==> src/rtl/control_multiciclo_pkg.sv <==
// ============================================================================
// control_multiciclo_pkg : opcodes, ALU-mode and mux codes, state encoding
//                          and per-state control decode for the RV32I core.
// Revision 1.0
// ============================================================================
`default_nettype none

package control_multiciclo_pkg;

  localparam logic [6:0] OP_LOAD   = 7'd3;
  localparam logic [6:0] OP_IMM    = 7'd19;
  localparam logic [6:0] OP_AUIPC  = 7'd23;
  localparam logic [6:0] OP_STORE  = 7'd35;
  localparam logic [6:0] OP_REG    = 7'd51;
  localparam logic [6:0] OP_LUI    = 7'd55;
  localparam logic [6:0] OP_BRANCH = 7'd99;
  localparam logic [6:0] OP_JALR   = 7'd103;
  localparam logic [6:0] OP_JAL    = 7'd111;

  localparam logic [1:0] MODO_ADD = 2'b00;
  localparam logic [1:0] MODO_IMM = 2'b01;
  localparam logic [1:0] MODO_REG = 2'b10;
  localparam logic [1:0] MODO_BR  = 2'b11;

  localparam logic [1:0] SEL_A_PC    = 2'b00;
  localparam logic [1:0] SEL_A_PCI   = 2'b01;
  localparam logic [1:0] SEL_A_RS1   = 2'b10;
  localparam logic [1:0] SEL_A_CERO  = 2'b11;

  localparam logic [1:0] SEL_B_RS2    = 2'b00;
  localparam logic [1:0] SEL_B_IMM    = 2'b01;
  localparam logic [1:0] SEL_B_CUATRO = 2'b10;

  localparam logic [1:0] SEL_RES_ALU = 2'b00;
  localparam logic [1:0] SEL_RES_MEM = 2'b01;
  localparam logic [1:0] SEL_RES_PC  = 2'b10;

  // 4-bit encoding shared with the core top level; keep values stable.
  typedef enum logic [3:0] {
    INICIO   = 4'd0,
    FETCH    = 4'd1,
    DECODE   = 4'd2,
    EJEC_R   = 4'd3,
    EJEC_I   = 4'd4,
    LUI      = 4'd5,
    ESC_ALU  = 4'd6,
    DIR_MEM  = 4'd7,
    LEER_MEM = 4'd8,
    ESC_MEM  = 4'd9,
    ESCR_MEM = 4'd10,
    RAMA     = 4'd11,
    JAL      = 4'd12,
    JALR     = 4'd13,
    JALR_ESC = 4'd14
  } estado_t;

  typedef struct packed {
    logic [1:0] modo;
    logic       esc_pc;
    logic       sel_pc;
    logic       esc_ir;
    logic       esc_reg;
    logic       esc_mem;
    logic       sel_dir;
    logic [1:0] sel_a;
    logic [1:0] sel_b;
    logic [1:0] sel_res;
  } ctrl_t;

  // Moore decode; the RAMA esc_pc term depends on cond and is added outside.
  function automatic ctrl_t decodifica(input estado_t e);
    ctrl_t c;
    c = '0;
    case (e)
      FETCH: begin
        c.esc_ir = 1'b1;
        c.sel_a  = SEL_A_PC;
        c.sel_b  = SEL_B_CUATRO;
        c.modo   = MODO_ADD;
        c.esc_pc = 1'b1;
        c.sel_pc = 1'b0;
      end
      DECODE: begin
        c.sel_a = SEL_A_PCI;
        c.sel_b = SEL_B_IMM;
        c.modo  = MODO_ADD;
      end
      EJEC_R: begin
        c.sel_a = SEL_A_RS1;
        c.sel_b = SEL_B_RS2;
        c.modo  = MODO_REG;
      end
      EJEC_I: begin
        c.sel_a = SEL_A_RS1;
        c.sel_b = SEL_B_IMM;
        c.modo  = MODO_IMM;
      end
      LUI: begin
        c.sel_a = SEL_A_CERO;
        c.sel_b = SEL_B_IMM;
        c.modo  = MODO_ADD;
      end
      ESC_ALU: begin
        c.esc_reg = 1'b1;
        c.sel_res = SEL_RES_ALU;
      end
      DIR_MEM, JALR: begin
        c.sel_a = SEL_A_RS1;
        c.sel_b = SEL_B_IMM;
        c.modo  = MODO_ADD;
      end
      LEER_MEM: c.sel_dir = 1'b1;
      ESC_MEM: begin
        c.esc_reg = 1'b1;
        c.sel_res = SEL_RES_MEM;
      end
      ESCR_MEM: begin
        c.sel_dir = 1'b1;
        c.esc_mem = 1'b1;
      end
      RAMA: begin
        c.sel_a  = SEL_A_RS1;
        c.sel_b  = SEL_B_RS2;
        c.modo   = MODO_BR;
        c.sel_pc = 1'b1;
      end
      JAL, JALR_ESC: begin
        c.esc_reg = 1'b1;
        c.sel_res = SEL_RES_PC;
        c.esc_pc  = 1'b1;
        c.sel_pc  = 1'b1;
      end
      default: c = '0;
    endcase
    return c;
  endfunction

endpackage

`default_nettype wire

==> src/rtl/control_multiciclo_if.sv <==
// ============================================================================
// control_multiciclo_if : control bus between the main FSM and the datapath.
// Revision 1.0
// ============================================================================
`default_nettype none

interface control_multiciclo_if;
  logic       hab;
  logic [6:0] op;
  logic       cond;
  logic [1:0] modo;
  logic       esc_pc;
  logic       sel_pc;
  logic       esc_ir;
  logic       esc_reg;
  logic       esc_mem;
  logic       sel_dir;
  logic [1:0] sel_a;
  logic [1:0] sel_b;
  logic [1:0] sel_res;
  logic       op_invalida;

  modport master (
    input  hab, op, cond,
    output modo, esc_pc, sel_pc, esc_ir, esc_reg, esc_mem,
           sel_dir, sel_a, sel_b, sel_res, op_invalida
  );

  modport slave (
    output hab, op, cond,
    input  modo, esc_pc, sel_pc, esc_ir, esc_reg, esc_mem,
           sel_dir, sel_a, sel_b, sel_res, op_invalida
  );
endinterface

`default_nettype wire

==> src/rtl/control_multiciclo.sv <==
// ============================================================================
// control_multiciclo : main multicycle RV32I control FSM, registered
//                      per-state outputs with hab gating of write enables.
// Revision 1.0
// ============================================================================
`default_nettype none

module control_multiciclo (
  input  logic                   clk,
  input  logic                   nreset,
  control_multiciclo_if.master   bus
);
  import control_multiciclo_pkg::*;

  estado_t estado_q, estado_d;
  ctrl_t   ctrl_q, ctrl_d;
  logic    op_valido;

  always_comb begin
    estado_d  = estado_q;
    op_valido = 1'b1;
    case (estado_q)
      INICIO: estado_d = FETCH;
      FETCH:  estado_d = DECODE;
      DECODE: begin
        case (bus.op)
          OP_REG:             estado_d = EJEC_R;
          OP_IMM:             estado_d = EJEC_I;
          OP_LOAD, OP_STORE:  estado_d = DIR_MEM;
          OP_BRANCH:          estado_d = RAMA;
          OP_JAL:             estado_d = JAL;
          OP_JALR:            estado_d = JALR;
          OP_LUI:             estado_d = LUI;
          OP_AUIPC:           estado_d = ESC_ALU;
          default: begin
            estado_d  = FETCH;
            op_valido = 1'b0;
          end
        endcase
      end
      EJEC_R, EJEC_I, LUI: estado_d = ESC_ALU;
      DIR_MEM:  estado_d = (bus.op == OP_LOAD) ? LEER_MEM : ESCR_MEM;
      LEER_MEM: estado_d = ESC_MEM;
      JALR:     estado_d = JALR_ESC;
      ESC_ALU, ESC_MEM, ESCR_MEM, RAMA, JAL, JALR_ESC: estado_d = FETCH;
      default:  estado_d = INICIO;
    endcase
    if (!bus.hab) begin
      estado_d = estado_q;
    end
    // Outputs are registered alongside the state so they always match it.
    ctrl_d = decodifica(estado_d);
  end

  always_ff @(posedge clk or negedge nreset) begin
    if (!nreset) begin
      estado_q <= INICIO;
      ctrl_q   <= '0;
    end else begin
      estado_q <= estado_d;
      ctrl_q   <= ctrl_d;
    end
  end

  assign bus.modo    = ctrl_q.modo;
  assign bus.sel_pc  = ctrl_q.sel_pc;
  assign bus.sel_dir = ctrl_q.sel_dir;
  assign bus.sel_a   = ctrl_q.sel_a;
  assign bus.sel_b   = ctrl_q.sel_b;
  assign bus.sel_res = ctrl_q.sel_res;

  // hab masks write enables combinationally; selects keep the held state.
  assign bus.esc_ir  = bus.hab & ctrl_q.esc_ir;
  assign bus.esc_reg = bus.hab & ctrl_q.esc_reg;
  assign bus.esc_mem = bus.hab & ctrl_q.esc_mem;
  assign bus.esc_pc  = bus.hab & (ctrl_q.esc_pc | ((estado_q == RAMA) & bus.cond));

  assign bus.op_invalida = bus.hab & (estado_q == DECODE) & ~op_valido;

endmodule

`default_nettype wire

==> src/flat_wrapper.sv <==
// flat-port wrapper written by rule: the top's interface ports become plain ports
module control_multiciclo_flat import control_multiciclo_pkg::*;
  (clk, nreset, bus_hab, bus_op, bus_cond, bus_modo, bus_esc_pc, bus_sel_pc, bus_esc_ir, bus_esc_reg, bus_esc_mem, bus_sel_dir, bus_sel_a, bus_sel_b, bus_sel_res, bus_op_invalida);
  control_multiciclo_if bus_i ();
  input  logic clk;
  input  logic nreset;
  input wire logic [$bits(bus_i.hab)-1:0] bus_hab;
  input wire logic [$bits(bus_i.op)-1:0] bus_op;
  input wire logic [$bits(bus_i.cond)-1:0] bus_cond;
  output wire logic [$bits(bus_i.modo)-1:0] bus_modo;
  output wire logic [$bits(bus_i.esc_pc)-1:0] bus_esc_pc;
  output wire logic [$bits(bus_i.sel_pc)-1:0] bus_sel_pc;
  output wire logic [$bits(bus_i.esc_ir)-1:0] bus_esc_ir;
  output wire logic [$bits(bus_i.esc_reg)-1:0] bus_esc_reg;
  output wire logic [$bits(bus_i.esc_mem)-1:0] bus_esc_mem;
  output wire logic [$bits(bus_i.sel_dir)-1:0] bus_sel_dir;
  output wire logic [$bits(bus_i.sel_a)-1:0] bus_sel_a;
  output wire logic [$bits(bus_i.sel_b)-1:0] bus_sel_b;
  output wire logic [$bits(bus_i.sel_res)-1:0] bus_sel_res;
  output wire logic [$bits(bus_i.op_invalida)-1:0] bus_op_invalida;
  assign bus_i.hab = bus_hab;
  assign bus_i.op = bus_op;
  assign bus_i.cond = bus_cond;
  assign bus_modo = bus_i.modo;
  assign bus_esc_pc = bus_i.esc_pc;
  assign bus_sel_pc = bus_i.sel_pc;
  assign bus_esc_ir = bus_i.esc_ir;
  assign bus_esc_reg = bus_i.esc_reg;
  assign bus_esc_mem = bus_i.esc_mem;
  assign bus_sel_dir = bus_i.sel_dir;
  assign bus_sel_a = bus_i.sel_a;
  assign bus_sel_b = bus_i.sel_b;
  assign bus_sel_res = bus_i.sel_res;
  assign bus_op_invalida = bus_i.op_invalida;
  control_multiciclo u_core (.clk(clk), .nreset(nreset), .bus(bus_i));
endmodule
==> config.mk <==
export PLATFORM = sky130hd
export DESIGN_NAME = control_multiciclo_flat
export DESIGN_NICKNAME = d
export VERILOG_FILES = /design/src/rtl/control_multiciclo_pkg.sv /design/src/rtl/control_multiciclo_if.sv /design/src/rtl/control_multiciclo.sv /design/src/flat_wrapper.sv
export SDC_FILE = /design/constraint.sdc
export NUM_CORES = 1
export LEC_CHECK = 0
export CELL_PAD_IN_SITES_DETAIL_PLACEMENT = 0
export CELL_PAD_IN_SITES_GLOBAL_PLACEMENT = 1
export CORE_MARGIN = 2
export CORE_UTILIZATION = 40
export DETAILED_ROUTE_END_ITERATION = 7
export HOLD_SLACK_MARGIN = 0.05
export PLACE_DENSITY = 0.79
export SYNTH_ARGS = -nofsm -noshare
export SYNTH_HDL_FRONTEND = slang
export SYNTH_SLANG_ARGS = --single-unit
==> constraint.sdc <==
create_clock -name clk -period 3.2 [get_ports clk]
set_input_delay 0.64 -clock clk [delete_from_list [all_inputs] [get_ports clk]]
set_output_delay 0.64 -clock clk [all_outputs]
set_load 0.02 [all_outputs]
## Yosys cells after proc, flatten, opt, wreduce, memory -nomap -nowiden

Cells that the tools add are included.

- Equal/unequal tests: 37
- Mux-type cells: 15
- Bitwise logic cells: 9
- Reduce and logical (&&, ||, !) cells: 12

Operators by type and width:

| operator | number |
|---|---|
| == test 4 bit, second input constant | 14 |
| == test 4 x 3 -> 1 bit, second input constant | 8 |
| one-hot mux 4 bit (8 select lines) | 1 |
| one-hot mux 4 bit (7 select lines) | 1 |
| == test 7 x 6 -> 1 bit, second input constant | 3 |
| == test 7 bit, second input constant | 3 |
| one-hot mux 4 bit (5 select lines) | 1 |
| == test 4 x 2 -> 1 bit, second input constant | 4 |
| == test 7 x 5 -> 1 bit, second input constant | 2 |
| OR reduction 3 bit | 4 |
| OR reduction 9 bit | 1 |
| == test 4 x 1 -> 1 bit, second input constant | 2 |
| 2-to-1 mux 1 bit | 8 |
| OR reduction 2 bit | 4 |
| bitwise AND 1 bit | 7 |
| == test 7 x 2 -> 1 bit, second input constant | 1 |
| OR reduction 7 bit | 1 |
| one-hot mux 2 bit (3 select lines) | 1 |
| zero test 4 bit | 1 |
| 2-to-1 mux 4 bit | 1 |
| one-hot mux 2 bit (2 select lines) | 1 |
| OR reduction 4 bit | 1 |
| 2-to-1 mux 2 bit | 1 |
| inverter 1 bit | 1 |
| OR 1 bit | 1 |

- Register bits after elaboration: 18
- Output and inout bits: 15
- Logic and storage cells: 84

## Depth between registers and ports, before layout

Gate-level depths: netlist of run 1.

- Word-level depth: 8
- Gate-level depth with buffers: 9

## Worst setup path after synthesis of run 1

No wires, ideal clock.

- Path type: input port to flip-flop
- From: in bus_op[1]
- To: reg u_core.ctrl_q (netlist bit u_core.bus.sel_a[0])
- Arrival time: 2.106 ns
- Data required time: 3.127 ns
- Path slack: 1.021 ns
- Cell stages on the path: 8
- Path through: and2_2 clkbuf_1 a311oi_1 a211oi_2 or2_1 buf_6 or3_1 a21oi_2

RTL lines:

| element | line | RTL |
|---|---|---|
| from (decl) | flat_wrapper.sv:8 | `input wire logic [$bits(bus_i.op)-1:0] bus_op;` |
| to (signal assigned) | control_multiciclo.sv:61 | `ctrl_q <= ctrl_d;` |
| to (decl) | control_multiciclo.sv:16 | `ctrl_t ctrl_q, ctrl_d;` |

## Worst setup path in the final report of run 1

- From: in bus_op[5]
- To: out bus_op_invalida

- Word-level cells in the longest chain between the ends: 6

RTL lines:

| element | line | RTL |
|---|---|---|
| == test 7 x 6 -> 1 bit (tied with other cells) | control_multiciclo.sv:26 | `case (bus.op)` |
| OR reduction 9 bit (no line) * | - |  |
| 2-to-1 mux 1 bit * | control_multiciclo.sv:26 |  |
| 2-to-1 mux 1 bit * | control_multiciclo.sv:22 | `case (estado_q)` |
| inverter 1 bit * | control_multiciclo.sv:78 | `assign bus.op_invalida = bus.hab & (estado_q == DECODE) & ~op_valido;` |
| bitwise AND 1 bit * | control_multiciclo.sv:78 |  |
| to (decl) | flat_wrapper.sv:20 | `output wire logic [$bits(bus_i.op_invalida)-1:0] bus_op_invalida;` |

Mark *: on every way between the ends. The rest lies on a longest branch, timed or not.

==> reports/qor.txt, run 1 <==
FMAX = 331.9 MHz
Layout cells sized above 1 = 18.84%
Syn_nets = 132
Leading register cell type out of synthesis = dfrtp_1
Hold-fix buffers, CTS = 0
GRT overflow = 0
Worst rel slew slack = 51.44%
CTS tree = yes
Latest clock arrival within the worst-skew pair = 300 ps
Most area-consuming cells after synthesis = dfrtp_1, buf_4, buf_6, nand2b_1, nand3_1
I/O Buffers = 25
Net Sw Power = 0.4671 mW
Lkg Pwr = 0.5773 nW
FP Rows = 19
Seq pwr share = 33.7%
Layout Skew = 11.75 ps
Met2 Use GR = 23.54%
First-pass GRT wire length = 4.002 mm
Clock transition at path regs = 110 ps
Met3 GRT Util = 4.535%
DIE WIDTH = 57.53 um
M1 GR Usage = 22.32%
Peak VDD IR = 0.5866 mV
Max Slew Vio Count = 0
Number of fill cells in the layout = 248
Setup Viol. Count Final = 0
Htree depth = 1
Cts bufs inserted = 3
Crit path max-delay cell type = clkdlybuf4s50_1
Vias = 914
Final WL = 2.284 mm
Fin util = 50.11%
Ports = 26
Post_cts resized = 0
Area grow syn2layout = 19.54%
Clock share of power = 10.8%
DRC viols = 0
Status = completed
Pint = 0.6066 mW
Max cap viols = 0
Number of buffers added for setup after CTS = 0
Post-synth top area share = 37.12%
DRT iter0 DRCs = 20
Post-synth ARST share = 100.0%
Post-synth top cells = dfrtp_1, buf_4, inv_1
Largest net degree at the start of global routing = 18
Final Hold Vio Count = 0
Clock root buffer = clkbuf_4
Comb pwr share = 55.5%
Seq/Total Area, Yosys = 37.12%
Routed length per instance = 13.51 um
Fin crit period = 3013 ps
Bufs on Longest Clock Path = 2
DIE AREA = 3310 sq um
Most used cell, CP = clkdlybuf4s50_1
Die H = 57.53 um
GRT Total Usage = 15.42%
Final Cycle Share = 94.16%
Switching share of total power = 43.51%
Post-DP HPWL = 1.767 mm
Synthesized area = 1146 sq um
Arr. time, crit path = 2370 ps
Worst-path maximum fanout = 7
Inserted Diodes = 0
Drt first pass iters = 4
Slew @ Worst Pin = 726.1 ps
Distinct cells, synth = 52
Setup CP Type = input pin to output port
Pwr dens = 783.7 nW/um^2
Synthesized area per cell = 9.472 sq um
Cell taking the most area after synthesis = dfrtp_1
Critical Path End Type = output port
Fin nets = 150
Post-Syn Instances = 121
Synth Register Bits = 17
Startpoint types = input pin
Post-synth EDFFs = 0
Worst EP required = 2560 ps
Clk sinks = 17
CP cell instances = clkdlybuf4s50_1 > and3b_1 > nand3_1 > and4_2 > clkdlybuf4s50_1
GRT busiest layer = met2
Setup_tns = 0 ps
Core area = 2734 sq um
RSZ-0062 raised after global routing = no
Initial Util = 41.92%
Vias in the first global route = 859
ANT nets after route = 0
Initial antenna violation count = 0
Slowest stage delay, CP = 580 ps
Vias per cell = 5.408
Hold crit path type = input pin to async pin
Most common cell in the netlist = dfrtp_1
Synthesis Warnings = 0
Routability cong. = 0.8034
[flip-flops by register name (all words and copies together), names as in the netlist]
register            flops
u_core.bus.modo         2
u_core.bus.sel_a        2
u_core.bus.sel_b        1
u_core.bus.sel_dir      1
u_core.bus.sel_pc       1
u_core.bus.sel_res      2
u_core.ctrl_q           4
u_core.estado_q         4
[worst max-delay path, delay by kind of cell]
kind | cells | cell delay (ps)
AND/OR/NAND/NOR | 3 | 620
buffers and inverters | 2 | 1120
[worst paths after layout]
path | depth (start not counted) | slack (ps) | from | end
min in group clk | 2 | 910 | u_core.estado_q[0]$_DFF_PN0_ | u_core.estado_q[0]$_DFF_PN0_
max | 5 | 190 | bus_op[5] | bus_op_invalida
max reg2reg | 7 | 1060 | u_core.estado_q[3]$_DFF_PN0_ | u_core.bus.sel_a[0]$_DFF_PN0_
min | 1 | 770 | nreset | u_core.estado_q[1]$_DFF_PN0_
min reg2reg | 2 | 910 | u_core.estado_q[0]$_DFF_PN0_ | u_core.estado_q[0]$_DFF_PN0_
max in group asynchronous | 1 | 1970 | nreset | u_core.bus.sel_res[1]$_DFF_PN0_
[cell families (layout without fill, tap and decap cells)]
kind of cell              Yosys count  after routing  share of synthesized area (%)
AOI/OAI and AO/OA                  30             30                          20.74
xor gates and xnor gates            1              1                         0.7643
buffers and inverters              24             41                          13.54
DFF                                17             17                          37.12
and+or+nand+nor                    49             49                          27.84
[routing by layer]
layer / vias to the layer above / part of all wire (%)
li1: 455 / -
met5: - / 0
met3: 0 / 4.5
met2: 21 / 49
met1: 438 / 46
met4: 0 / 0
[cell type report]
cell class	instances	area, sq um	area share [%]
tap	31	38.79	2.831
multi-input combinational	80	565.5	41.28
inverter	8	30.03	2.192
clock buffer	3	22.52	1.644
sequential	17	425.4	31.05
timing repair buffer	29	280.3	20.46
clock inverter	1	7.507	0.5479
[power groups by stage]
stage               clock [mW]  combinational, mW  sequential (mW)
global route             0.132              0.657            0.373
global placement             0              0.585            0.365
finish                   0.116              0.596            0.362
CTS                      0.121              0.601            0.361
detailed placement           0              0.597            0.366
floorplan                    0              0.535            0.323
[cell usage in the layout (no fill, tap or decap), drive strengths merged, types with 2 or more instances in the layout]
cell	n
and2	5
or2b	3
o21a	2
nand2b	5
nand4	2
o31ai	2
clkbuf	3
inv	8
buf	4
clkdlybuf4s50	25
dfrtp	17
o21ai	7
nor4b	4
a21oi	4
nor2	6
nand3	6
nand2	6
a31oi	2
a22o	3
or2	3
[stage by stage]
stage,instances,setup WS [ps],hold WS (ps),power [mW],area [sq um]
floorplan,121,1021,344.4,0.8583,1146
global placement,165,232.6,868.6,0.9505,1340
detailed placement,165,178.9,859.0,0.9626,1340
CTS,169,182.4,790.9,1.083,1370
global route,169,63.32,799.7,1.162,1370
finish,169,187.0,766.0,1.074,1370
Power figures use the tool's default switching activity.
==> run 2: changes to the inputs <==
Settings changed: CTS_BUF_LIST set to sky130_fd_sc_hd__clkbuf_16.
==> reports/qor.txt, run 2 (synthesis results as in run 1) <==
FF/Latch Area = 425.4 sq um
Post-place setup slack = 178.9 ps
Inserted Diodes = 0
Initial antenna violation count = 0
Crit path max-delay cell type = clkdlybuf4s50_1
Startpoint types = input pin
I/O Buffers = 25
Status = completed
Max Slew Vio Count = 0
R2r setup slk = 1060 ps
DRT iter0 DRCs = 26
Drt first pass iters = 4
CTS tree = yes
Die H = 57.53 um
Most frequent cells in the layout = clkdlybuf4s50_1, dfrtp_1, inv_1
Slew @ Worst Pin = 727.1 ps
Largest registers = u_core.ctrl_q: 4 flops, u_core.estado_q: 4 flops
Htree depth = 1
Post-DP HPWL = 1.767 mm
Area grow syn2layout = 24.13%
FP Rows = 19
Hold-fix buffers, CTS = 0
Worst-path maximum fanout = 7
Setup Viol. Count Final = 0
Routed length per instance = 13.61 um
FMAX = 331.8 MHz
Initial Util = 41.92%
Latest clock arrival within the worst-skew pair = 250 ps
Worst r2r src = u_core.estado_q[3]$_DFF_PN0_
Clock root buffer = clkbuf_16
Largest net degree at the start of global routing = 18
Setup ws final = 185.9 ps
DP Area = 1340 sq um
Max cap viols = 0
RSZ-0062 raised after global routing = no
Family with the most delay on the worst path = buffers and inverters
Setup_tns = 0 ps
Critical Path End Type = output port
Fin nets = 150
DRC viols = 0
Hold crit path type = input pin to async pin
Routability cong. = 0.8034
Final Hold Vio Count = 0
Multi-input logic area = 565.5 sq um
Fin crit period = 3014 ps
Cell Count Post-Placement = 165
Cts bufs inserted = 3
R2R cell count = 7
Ports = 26
Setup CP Type = input pin to output port
Number of buffers added for setup after CTS = 0
CP cell instances = clkdlybuf4s50_1 > and3b_1 > nand3_1 > and4_2 > clkdlybuf4s50_1
Arr. time, crit path = 2370 ps
Clock transition at path regs = 50 ps
Final Cycle Share = 94.19%
R2r endpoint = u_core.bus.sel_a[0]$_DFF_PN0_
Vias in the first global route = 860
Final WL = 2.300 mm
ANT nets after route = 0
Core area = 2734 sq um
Worst EP required = 2560 ps
Finished Cell Area = 1423 sq um
GRT Total Usage = 15.75%
DIE WIDTH = 57.53 um
Vias per cell = 5.479
Bufs on Longest Clock Path = 2
Clk sinks = 17
DIE AREA = 3310 sq um
Most common cell after layout, fill and taps aside = clkdlybuf4s50_1
Worst Path Buf+Inv = 2
Number of fill cells in the layout = 239
GRT overflow = 0
Slowest stage delay, CP = 580 ps
Peak VDD IR = 0.6368 mV
Layout cells sized above 1 = 18.84%
Lkg Pwr = 0.6005 nW
Vias = 926
Worst rel slew slack = 51.37%
Post_cts resized = 0
Finished Layout Cells = 169
Most used cell, CP = clkdlybuf4s50_1
Fin Hold WS = 826.0 ps
Pwr dens = 850.7 nW/um^2
Layout Skew = 6.310 ps
First-pass GRT wire length = 4.036 mm
-- run 2: worst max-delay path by stage --
stage               startpoint                            end  slack (ps)  cells past startpoint
global placement     bus_op[5]                bus_op_invalida         230                      5
finish               bus_op[5]                bus_op_invalida         190                      5
detailed placement   bus_op[5]                bus_op_invalida         180                      5
floorplan            bus_op[1]  u_core.bus.sel_a[0]$_DFF_PN0_        1020                      8
global route         bus_op[5]                bus_op_invalida          60                      5
CTS                  bus_op[5]                bus_op_invalida         180                      5
-- run 2: final cells by class --
cell class,count,area share (%)
multi-input combinational,80,39.75
tap,31,2.726
sequential,17,29.90
timing repair buffer,29,19.70
clock buffer,3,5.277
clock inverter,1,0.5277
inverter,8,2.111
-- run 2: layer usage --
metal	vias up	part of all wire [%]	GRT usage (%)
met1	454	45	22.32
met5	-	0	0
met2	19	50	23.70
met4	0	0.52	3.987
li1	451	-	-
met3	2	4.3	4.535
-- run 2: metrics by stage --
step	util [%]	power (mW)
finish	52.04	1.210
floorplan	-	0.8583
global placement	49.02	0.9505
detailed placement	49.02	0.9626
global route	52.04	1.299
CTS	52.04	1.218
-- run 2: report_power, final --
part	total [mW]	internal, mW	switching [mW]	leakage (nW)
Clock	0.251	0.168	0.0828	0.0371
Combinational	0.596	0.274	0.322	0.341
Sequential	0.363	0.286	0.0768	0.222
==> run 3: changes to the inputs <==
Settings changed: CTS_CLUSTER_SIZE set to 40.
==> results of run 3 <==
Final layout, timing and power as in run 2 (identical DEF).
